**src/rtl/water_led_ctrl.sv**
```systemverilog
// Running-light controller. One lit LED moves across LED_NUM board LEDs
// at a programmable rate. Modes: rotate left, rotate right, bounce, hold.
// It also provides run/pause, a runtime step divider and a one-cycle step
// strobe for downstream consumers.
//
// Handshake: there is none. All inputs are level-sampled on the rising
// clock edge. All outputs are registered. step_pulse is high only in the
// cycle where a new led_out value first appears.
module water_led_ctrl #(
  parameter int                   LED_NUM   = 4,
  parameter int                   CNT_WIDTH = 32,
  parameter logic [CNT_WIDTH-1:0] CNT_MAX   = 32'd49_999_999
) (
  input  logic               clock,
  input  logic               reset,
  input  logic               enable,
  input  logic [1:0]         mode,
  input  logic [1:0]         speed,
  output logic [LED_NUM-1:0] led_out,
  output logic               dir,
  output logic               step_pulse
);

  typedef enum logic [1:0] {
    MODE_LEFT   = 2'b00,
    MODE_RIGHT  = 2'b01,
    MODE_BOUNCE = 2'b10,
    MODE_HOLD   = 2'b11
  } mode_e;

  localparam logic [LED_NUM-1:0]   LED_ONE = {{(LED_NUM-1){1'b0}}, 1'b1};
  localparam logic [CNT_WIDTH-1:0] CNT_ONE = {{(CNT_WIDTH-1){1'b0}}, 1'b1};

  mode_e                mode_sel;
  logic [CNT_WIDTH-1:0] base_cnt;
  logic [2:0]           div_cnt;
  logic [3:0]           div_limit;
  logic                 base_tick;
  logic                 step_fire;
  logic                 move;
  logic                 led_onehot;
  logic [LED_NUM-1:0]   led_rol;
  logic [LED_NUM-1:0]   led_ror;
  logic [LED_NUM-1:0]   led_next;
  logic                 dir_next;

  assign mode_sel   = mode_e'(mode);
  assign base_tick  = enable && (base_cnt == CNT_MAX);
  // The terminal divider value is 2^speed - 1. The >= compare means a
  // speed decrease mid-count fires at the next tick instead of stalling.
  assign div_limit  = (4'd1 << speed) - 4'd1;
  assign step_fire  = base_tick && ({1'b0, div_cnt} >= div_limit);
  // In hold mode the counters keep running, but the LEDs never move.
  assign move       = step_fire && (mode_sel != MODE_HOLD);
  assign led_rol    = {led_out[LED_NUM-2:0], led_out[LED_NUM-1]};
  assign led_ror    = {led_out[0], led_out[LED_NUM-1:1]};
  assign led_onehot = (led_out != '0) && ((led_out & (led_out - LED_ONE)) == '0);

  // Next LED pattern and bounce direction for a step in the current mode.
  always_comb begin
    led_next = led_out;
    dir_next = dir;
    if (!led_onehot) begin
      // If the pattern is corrupted, recover to a known state instead of
      // propagating the corruption.
      led_next = LED_ONE;
      dir_next = 1'b0;
    end else begin
      case (mode_sel)
        MODE_LEFT:  led_next = led_rol;
        MODE_RIGHT: led_next = led_ror;
        MODE_BOUNCE: begin
          // Turning at an end and moving happen in the same step, so the
          // end LEDs are never shown twice in a row.
          if (!dir && led_out[LED_NUM-1]) begin
            dir_next = 1'b1;
            led_next = led_ror;
          end else if (dir && led_out[0]) begin
            dir_next = 1'b0;
            led_next = led_rol;
          end else if (dir) begin
            led_next = led_ror;
          end else begin
            led_next = led_rol;
          end
        end
        default: begin
          led_next = led_out;
          dir_next = dir;
        end
      endcase
    end
  end

  // Base period counter, step divider, and registered LED/strobe outputs.
  always_ff @(posedge clock) begin
    if (!reset) begin
      base_cnt   <= '0;
      div_cnt    <= '0;
      led_out    <= LED_ONE;
      dir        <= 1'b0;
      step_pulse <= 1'b0;
    end else begin
      // The strobe is tied to a real LED change. It never stretches,
      // even if enable drops right after a step.
      step_pulse <= move;
      if (enable) begin
        if (base_tick) begin
          base_cnt <= '0;
          div_cnt  <= step_fire ? 3'd0 : div_cnt + 3'd1;
        end else begin
          base_cnt <= base_cnt + CNT_ONE;
        end
        if (move) begin
          led_out <= led_next;
          dir     <= dir_next;
        end
      end
    end
  end

endmodule

```
**config.mk**
```make
export PLATFORM = sky130hd
export DESIGN_NAME = water_led_ctrl
export DESIGN_NICKNAME = d
export VERILOG_FILES = /design/src/rtl/water_led_ctrl.sv
export SDC_FILE = /design/constraint.sdc
export NUM_CORES = 1
export LEC_CHECK = 0
export ABC_AREA = 1
export ABC_CLOCK_PERIOD_IN_PS = 2100
export CORE_MARGIN = 2
export CORE_UTILIZATION = 45
export CTS_CLUSTER_SIZE = 14
export DETAILED_ROUTE_END_ITERATION = 8
export PLACE_DENSITY_LB_ADDON = 0.1
export SETUP_SLACK_MARGIN = 0.05
export SYNTH_ARGS = -nofsm -noshare
export SYNTH_HDL_FRONTEND = slang
export SYNTH_SLANG_ARGS = --single-unit
```
**constraint.sdc**
```tcl
create_clock -name clock -period 2.1 [get_ports clock]
set_input_delay 0.42 -clock clock [delete_from_list [all_inputs] [get_ports clock]]
set_output_delay 0.42 -clock clock [all_outputs]
set_load 0.02 [all_outputs]
```
==> results of run 1 <==
worst max path at each step:
stage / from / end / slack [ns] / cells after the start
3_5_place_dp: speed[1] / led_out[0]$_SDFFE_PN1P_ / -0.15 / 11
5_1_grt: speed[1] / led_out[1]$_SDFFE_PN0P_ / 0.06 / 10
3_3_place_gp: speed[1] / led_out[0]$_SDFFE_PN1P_ / -0.09 / 11
2_1_floorplan: speed[0] / led_out[0]$_SDFFE_PN1P_ / 0.44 / 10
6_report: speed[1] / led_out[1]$_SDFFE_PN0P_ / 0.21 / 10
4_1_cts: speed[1] / led_out[0]$_SDFFE_PN1P_ / 0.16 / 11
power by group:
group	switching (mW)	internal, mW	leakage [nW]
Combinational	0.0593	0.0435	0.891
Sequential	0.00354	0.780	0.330
Clock	0.271	0.261	0.0443
critical path, cell delays in order:
cell and delay [ns]:
clkdlybuf4s50_1 0.43, or2_2 0.29, ha_1 0.19, o21bai_1 0.13
nand2_1 0.06, nand3_1 0.10, nand4_1 0.15, nor2_2 0.19
nor2_1 0.06, nor2_1 0.10
layout make-up:
cell class                 count  share of cell area, %
clock buffer                   7                   2.82
inverter                      59                   7.23
multi-input combinational    297                   52.2
sequential                    41                   26.8
tap                           72                   2.94
timing repair buffer          27                   8.00
layer usage:
metal | part of all wire [%] | global-route usage, %
met2 | 48 | 37.5
met4 | 1.4 | 5.93
met1 | 47 | 25.0
met3 | 2.8 | 4.22
met5 | 0 | 0
registers in the layout (all words and copies together), names as in the netlist:
register / flops
led_out: 4
base_cnt: 32
div_cnt: 3
dir: 1
step_pulse: 1
cell families (layout without fill, tap and decap cells):
family	Yosys count	in the layout	synth area share [%]
XOR/XNOR	6	6	1.98
buffers and inverters	62	93	9.09
AO/OA/AOI/OAI	52	52	10.9
adder cells (fa/ha/maj)	9	9	4.24
AND/OR/NAND/NOR	230	230	42.9
flip-flops	41	41	30.9
synthesized netlist by cell type, types with 3 or more instances:
cell type	count	area (um^2)
nand2_1	83	312
nor2_4	5	56.3
dfxtp_1	41	821
a21oi_1	20	100
nor2_2	9	56.3
o21ai_2	4	35.0
ha_1	9	113
nand2_2	5	31.3
o21ai_0	18	90.1
nand3_2	3	30.0
nand4_1	14	87.6
nand3_1	29	145
inv_2	6	22.5
nor3_1	9	45.0
nor2_1	61	229
xor2_1	5	43.8
o21ai_1	3	15.0
inv_1	53	199
per-stage QoR:
step                      cell area [um^2]  setup WS, ns  cells  TNS, ns  hold WS [ns]
final                                 3060         0.208    503        0         0.476
after global routing                  3060        0.0582    503        0         0.505
after CTS                             3060         0.161    503        0         0.480
after detailed placement              2970        -0.145    496   -0.789         0.465
after global placement                2970       -0.0948    496   -0.412         0.465
after floorplan                       2660         0.437    400        0         0.443
==> out/qor.yml, run 1 <==
fmax_ghz: 0.528
rsz0062_at_grt: "true"
synthArstFlopShare_pct: 0
wl_per_cell_um: 12.1
synthFlopType: "dfxtp_1"
cts_setup_buffers: 0
period_minus_slack_ns: 1.89
power.density_nw_per_um2: 463
drc: 0
cts_hold_buf: 0
ant_nets: 0
cts_resized: 0
regArea_um2: 821
cp.required_ns: 2.34
numCtsBuffers: 5
grt_pass1_wl_um: 10600
syn_area_um2: 2660
grt_antenna_before_repair: 0
die_y_um: 80.9
die-width_um: 80.9
avgSynthCellArea_um2: 6.64
multi_input_area_um2: 1600
clockRootBuffer: "clkbuf_8"
fin_nets: 447
drv_cap: 0
synth_cells: 400
synth_edf_count: 0
drv_slew: 0
synthToLayoutAreaGrowth_pct: 15.3
critical_path.startpoint_type: "input port"
power_mw: 1.42
vias_per_cell: 5.09
grt_max_degree: 17
antenna-diode-count: 0
dr.pass1.iters: 5
endpoint_kind: "flop"
grt_use_total_pct: 20.8
r2r-end: "base_cnt[18]$_SDFFE_PN0P_"
clkTransAtPathRegs_ns: 0.08
clockBufferDepth: 2
grt_pass1_vias: 2466
dr_total_vias: 2558
clock_skew_ns: 0.00625
synth_seq_cells: 41
hold_start: "base_cnt[16]$_SDFFE_PN0P_"
dieArea_um2: 6540
hold_end: "base_cnt[16]$_SDFFE_PN0P_"
layout_commonest_cell: "nand2_1"
setup_viol_count_final: 0
critPathKind: "in2reg"
slew-limit-headroom_pct: 71.6
core_um2: 5610
critPathArrivalTime_ns: 2.14
rows: 27
synth_nets: 416
finalWirelength_um: 6110
portBuffers: 12
cts_tree: "built"
drtIter0Drc: 107
crit_fanout: 4
yosysWarnings: 0
htreeDepth: 2
gr-total-overflow: 0
r2r_slack_ns: 0.26
status: "complete, no violations"
dpl.hpwl_um: 4800
n_fill_cell: 575
start_util_pct: 47.4
r2r_cells: 10
p_leak_nw: 1.27
ir_drop_uv: 280
ys_seq_area_share_pct: 30.9
hold_viol: 0
cts_sinks: 41
synth_cell_types: 37
hp-class: "reg2reg"
pin_count: 13
fin_crit_sh_pct: 90.1
worstMarginPinSlew_ns: 0.422
final_util_pct: 54.6
r2r_start: "base_cnt[0]$_SDFFE_PN0P_"
clock_latency_ns: 0.30
final_cell_mix: "nand2_1, nor2_1, inv_1"
gp_congestion: 0.833
layout-drive-gt1-share_pct: 14.6
min_path_cells: 2
(Power assumes the default switching activity.)
==> run 2, diff against run 1 <==
- ABC_CLOCK_PERIOD_IN_PS: 2100 -> 1800
- clock period: 2.1 -> 1.8 ns (I/O delays scaled with it)
==> out/qor.yml, run 2 (synthesized netlist as in run 1, its figures left out) <==
critical_path.startpoint_type: "flop"
layout_commonest_cell: "nand2_1"
pin_count: 13  # unchanged
cp.required_ns: 1.99  # -0.35 ns
p_clk_share_pct: 38.8  # +1.3 points
tns_ns: 0  # unchanged
grt_antenna_before_repair: 0  # unchanged
min_path_cells: 2  # unchanged
die-width_um: 80.9  # unchanged
grt_use_total_pct: 20.7  # -0.11 points
layout-drive-gt1-share_pct: 20.1  # +5.5 points
fin_nets: 458  # +2.5%
rows: 27  # unchanged
die_y_um: 80.9  # unchanged
clockRootBuffer: "clkbuf_8"
cp.depth: 11  # +1
synthToLayoutAreaGrowth_pct: 21.3
grt_max_degree: 17  # unchanged
hold_start: "base_cnt[16]$_SDFFE_PN0P_"
rsz0062_at_grt: "false"
dieArea_um2: 6540  # unchanged
critPathArrivalTime_ns: 1.85  # -0.29 ns
critPathKind: "reg2reg"
power_frac_comb_pct: 8.0  # +0.8 points
numCtsBuffers: 5  # unchanged
place_area_um2: 3030  # +1.8%
largest-register: "base_cnt"
wl_per_cell_um: 12.1  # -0.44%
crit_chain: "ha_4, buf_4, nand3_4, nor2_4, nand2_2, nor2_4, nand2_4, nor2_8, nand2_1, o21ai_2, nor2_1"
dr.pass1.iters: 4  # -1
largest_reg_flops: 32  # unchanged
r2r-end: "base_cnt[20]$_SDFFE_PN0P_"
htreeDepth: 2  # unchanged
r2r_slack_ns: 0.15  # -0.11 ns
cellInternalPower_mw: 1.32  # +22%
crit_path_max_incr_delay_ns: 0.36  # -0.07 ns
regArea_um2: 828  # +0.91%
dpl.hpwl_um: 4810  # +0.31%
clockBufferDepth: 2  # unchanged
drv_cap: 0  # unchanged
crit_buf_inv: 1  # unchanged
critical_path.most_common_cell: "nor2_4"
fin_crit_sh_pct: 91.9
fmax_ghz: 0.605
vias_per_cell: 5.08  # -0.15%
grt_pass1_wl_um: 10700  # +0.59%
fin_area_um2: 3220  # +5.2%
period_minus_slack_ns: 1.65
r2r_cells: 11  # +1
p_leak_nw: 1.39  # +9.5%
clkTransAtPathRegs_ns: 0.08  # about the same
p_switching_mw: 0.403  # +21%
hp-class: "reg2reg"
crit_fanout: 6  # +2
fin_ws_ns: 0.146  # -0.0619 ns
hold_end: "base_cnt[16]$_SDFFE_PN0P_"
drc: 0  # unchanged
gp_congestion: 0.882  # +5.8%
core_um2: 5610  # unchanged
power.density_nw_per_um2: 534  # +15%
r2r_start: "base_cnt[1]$_SDFFE_PN0P_"
setup_viol_count_final: 0  # unchanged
swShare_pct: 23.4  # -0.14 points
cp_top_family: "simple AND/OR/NAND/NOR gates"
start_util_pct: 47.4  # unchanged
pre_cts_ws_ns: -0.357  # -0.212 ns
ir_drop_uv: 400  # +43%
final_cell_mix: "nand2_1, nor2_1, inv_1"
slowest_stage: "dfxtp_2"
dr_total_vias: 2615  # +2.2%
drtIter0Drc: 121  # +13%
clock_skew_ns: 0.00363  # -0.00263 ns
top_regs: "base_cnt (32), led_out (4), div_cnt (3)"
slew-limit-headroom_pct: 74.7  # +3.1 points
cts_tree: "built"
gr-total-overflow: 0  # unchanged
endpoint_kind: "flop"
status: "complete, no violations"
portBuffers: 12  # unchanged
worstMarginPinSlew_ns: 0.376  # -0.0467 ns
power_frac_seq_pct: 53.2  # -2.0 points
drv_slew: 0  # unchanged
grt_pass1_vias: 2544  # +3.2%
antenna-diode-count: 0  # unchanged
finalWirelength_um: 6230  # +1.9%
ant_nets: 0  # unchanged
hold_viol: 0  # unchanged
n_fill_cell: 570  # -0.87%
multi_input_area_um2: 1650  # +3.1%
clock_latency_ns: 0.29  # about the same
cts_sinks: 41  # unchanged
[run 2: cell count changes in the layout (fill, tap and decap cells not counted), moves of 3 or more]
cell             delta
dlygate4sd2_1       +5
dfxtp_2             +6
dfxtp_1             -6
nand3_1             -3
dlymetal6s2s_1      +3
buf_4              +11
clkdlybuf4s50_1     -8
[run 2: metal layers]
layer	GRT usage, %	part of all wire, %
met4	7.12	1.4
met2	38.3	50
met5	0	0
met3	3.00	3.0
met1	24.3	46
[run 2: power by group through the flow]
stage	registers, mW	clock network, mW	logic (mW)
floorplan	0.934	0	0.0683
global placement	0.935	0	0.128
detailed placement	0.934	0	0.130
CTS	0.913	0.697	0.131
global route	0.917	0.724	0.154
finish	0.916	0.669	0.138
[run 2: final cells by class]
cell class	count	area share, %
Clock buffer	7	2.99
Inverter	59	6.95
Multi-Input combinational cell	297	51.2
Tap cell	72	2.80
Timing Repair Buffer	38	10.2
Clock inverter	1	0.155
Sequential cell	41	25.7
[run 2: worst reg2reg max path: stages (launching register included)]
cell     delay, ns
dfxtp_2       0.36
ha_4          0.14
buf_4         0.13
nand3_4       0.08
nor2_4        0.14
nand2_2       0.07
nor2_4        0.14
nand2_4       0.09
nor2_8        0.16
nand2_1       0.08
o21ai_2       0.11
nor2_1        0.05
[run 2: what timing repair did]
item,4_1_cts,5_1_grt
setup buffers,0,4
hold buffers,0,0
cloned,0,0
resized for setup,10,20
endpoints found under the setup margin,19,28
pin swaps,6,11
endpoints found under the hold margin,0,0
[run 2: through the flow]
step	std cells	hold slack, ns	power, mW	utilization [%]
6_report	515	0.478	1.72	57.5
2_1_floorplan	400	0.443	1.00	-
3_5_place_dp	503	0.472	1.06	53.9
5_1_grt	515	0.508	1.79	57.5
4_1_cts	511	0.485	1.74	55.9
3_3_place_gp	503	0.462	1.06	53.9
[run 2: how the worst max path moves through the flow]
stage                                   from                         to
floorplan                           speed[0]    led_out[0]$_SDFFE_PN1P_
global placement                    speed[1]    led_out[0]$_SDFFE_PN1P_
detailed placement                  speed[1]    led_out[0]$_SDFFE_PN1P_
CTS                                 speed[0]    led_out[2]$_SDFFE_PN0P_
global route        base_cnt[1]$_SDFFE_PN0P_  base_cnt[24]$_SDFFE_PN0P_
finish              base_cnt[1]$_SDFFE_PN0P_  base_cnt[20]$_SDFFE_PN0P_
==> RTL change (flow settings as in run 2) <==
Register the inputs `enable`, `mode` and `speed` before use. The logic sees them one clock later.
--- a/src/rtl/water_led_ctrl.sv
+++ b/src/rtl/water_led_ctrl.sv
@@ -32,4 +32,14 @@
   localparam logic [CNT_WIDTH-1:0] CNT_ONE = {{(CNT_WIDTH-1){1'b0}}, 1'b1};
 
+  logic enable_q;
+  logic [1:0] mode_q;
+  logic [1:0] speed_q;
+
+  always_ff @(posedge clock) begin
+    enable_q <= enable;
+    mode_q   <= mode;
+    speed_q  <= speed;
+  end
+
   mode_e                mode_sel;
   logic [CNT_WIDTH-1:0] base_cnt;
@@ -45,9 +55,9 @@
   logic                 dir_next;
 
-  assign mode_sel   = mode_e'(mode);
-  assign base_tick  = enable && (base_cnt == CNT_MAX);
+  assign mode_sel   = mode_e'(mode_q);
+  assign base_tick  = enable_q && (base_cnt == CNT_MAX);
   // The terminal divider value is 2^speed - 1. The >= compare means a
   // speed decrease mid-count fires at the next tick instead of stalling.
-  assign div_limit  = (4'd1 << speed) - 4'd1;
+  assign div_limit  = (4'd1 << speed_q) - 4'd1;
   assign step_fire  = base_tick && ({1'b0, div_cnt} >= div_limit);
   // In hold mode the counters keep running, but the LEDs never move.
@@ -105,5 +115,5 @@
       // even if enable drops right after a step.
       step_pulse <= move;
-      if (enable) begin
+      if (enable_q) begin
         if (base_tick) begin
           base_cnt <= '0;
Formal check against the unedited RTL: no difference found for any inputs over 10 cycles, from zero or initial values and one cycle with reset low; that may be too few to reach the edited logic, so the function may still have changed.
==> RTL change against run 2 <==
Hold slack got worse by 2.5 ps; synthesized area decreased by 0.33%; setup slack improved by 15 ps; routed wire length decreased by 9.1%; non-clock buffer count decreased by 15; design area decreased by 4.4%; die area decreased by 0.32%; clock power decreased by 1%; core utilization decreased by 2.5 points; sequential cell count increased by 5; power increased by 4.9%; largest cell class unchanged; highest routed layer unchanged.
==> RTL change: results (changes against run 2) <==
| Metric | Value |
|---|---|
| Gr usage total | 18.9% (was 20.7%) |
| Worst hold path startpoint | base_cnt[20] (was base_cnt[16]) |
| Vias per cell | 4.99 (was 5.08) |
| Worst flop-to-flop path startpoint | base_cnt[27] (was base_cnt[1]) |
| Routed wire length | 5.66 mm (was 6.23 mm) |
| DP Wirelength | 4.36 mm (was 4.81 mm) |
| WHS Path Cells | 1 (was 2) |
| Synth area leaders | dfxtp_1 35%, nand2_1 9.1%, nor2_1 7.4% (was dfxtp_1 31%, nand2_1 12%, nor2_1 8.6%) |
| Global placement routability congestion | 0.817 (was 0.882) |
| R2R setup slack | 160 ps (was 150 ps) |
| Distinct cell type count of the synthesized netlist | 36 (was 37) |
| R2R cell count | 9 (was 11) |
| Vias in the first global route | 2116 (was 2544) |
| Share of layout cells above drive strength 1 | 20.6% (was 20.1%) |
| Synth top cells by count | 64 x nand2_1, 52 x nor2_1, 46 x dfxtp_1 (was 83 x nand2_1, 61 x nor2_1, 53 x inv_1) |
| Skew final | 10.6 ps (was 3.63 ps) |
| Yosys warns | 0 (unchanged) |
| Syn nets | 388 (was 416) |
| Initial DRC count | 114 (was 121) |
| Status | finished clean (unchanged) |
| Worst path max stage delay | 340 ps (was 360 ps) |
| Nets | 414 (was 458) |
| VDD IR max | 299 uV (was 400 uV) |
| CTS buffer count | 5 (unchanged) |
| Sequential element share of the synthesized area | 34.8% (was 30.9%) |
| Critical Path Fanout Max | 10 (was 6) |
| Hold WS | 476 ps (was 478 ps) |
| First-pass GRT wire length | 9.60 mm (was 10.7 mm) |
| Slowest stage cell, crit path | dfxtp_1 (was dfxtp_2) |
| Pleak | 1.32 nW (was 1.39 nW) |
| Worst EP arrival | 1830 ps (was 1850 ps) |
[RTL change: cell types whose count changed after synthesis, sizes merged, moves of 6 or more]
cell,change
inv,-6
o21ai,-6
nor2,-6
nor3,+9
a21oi,+6
nand2,-15
nand3,-11
[RTL change: path summary, 6_finish.rpt]
kind | endpoint
worst max register to register | base_cnt[1]
worst min-delay path | base_cnt[20]
worst min register to register | base_cnt[20]
worst max-delay path | base_cnt[1]
[RTL change: what timing repair did]
item                                    in CTS  in global routing
gates resized for setup                      4                 22
endpoints found under the setup margin       5                 33
buffers inserted                             0                  4
gates cloned                                 0                  0
hold buffers                                 0                  0
pin swaps                                    0                  6
hold endpoints to repair                     0                  0
[RTL change: where the power goes]
group / leakage, nW / internal [mW] / switching [mW] / total, mW
sequential: 0.374 / 1.03 / 0.0110 / 1.04
clock: 0.0482 / 0.310 / 0.351 / 0.661
combinational: 0.899 / 0.0457 / 0.0606 / 0.106
total: 1.32 / 1.38 / 0.422 / 1.81
[RTL change: logic make-up (layout without fill, tap and decap cells)]
family	count (synthesis)	count (layout)	synth area share, %
AO/OA/AOI/OAI	51	51	11.1
XOR/XNOR	7	7	2.31
adder cells (fa/ha/maj)	9	9	4.25
buffers and inverters	57	84	8.83
flip-flops	46	46	34.8
AND/OR/NAND/NOR	202	202	38.7
[RTL change: stage by stage]
stage	worst slack, ps	power, mW	std cells	utilization [%]	area [sq um]
CTS	68.5	1.82	467	53.0	2970
global placement	60.0	1.15	459	51.3	2880
finish	161	1.81	471	54.9	3080
global route	24.6	1.88	471	54.9	3080
floorplan	288	1.12	372	-	2650
detailed placement	52.1	1.16	459	51.3	2880
[RTL change: final cells by class]
| class | instances | area (sq um) |
|---|---|---|
| Sequential cell | 46 | 928 |
| Multi-Input combinational cell | 269 | 1570 |
| Inverter | 53 | 201 |
| Clock buffer | 7 | 86.3 |
| Timing Repair Buffer | 23 | 204 |
| Tap cell | 72 | 90.1 |
| Clock inverter | 1 | 5.00 |
| Fill cell | 546 | 2530 |
[RTL change: worst reg2reg max path: cells and delay by family, from the launching register on]
family	cells	cell delay, ps
compound gates	1	100
buf+inv	2	350
flops	1	340
simple gates	6	750
[RTL change: routing by layer]
layer	vias to the layer above	wire length (microns)	GRT usage, %
met1	1052	2680	24.4
met4	0	57	5.08
li1	1256	-	-
met2	35	2760	32.6
met5	-	0	0
met3	5	169	3.03
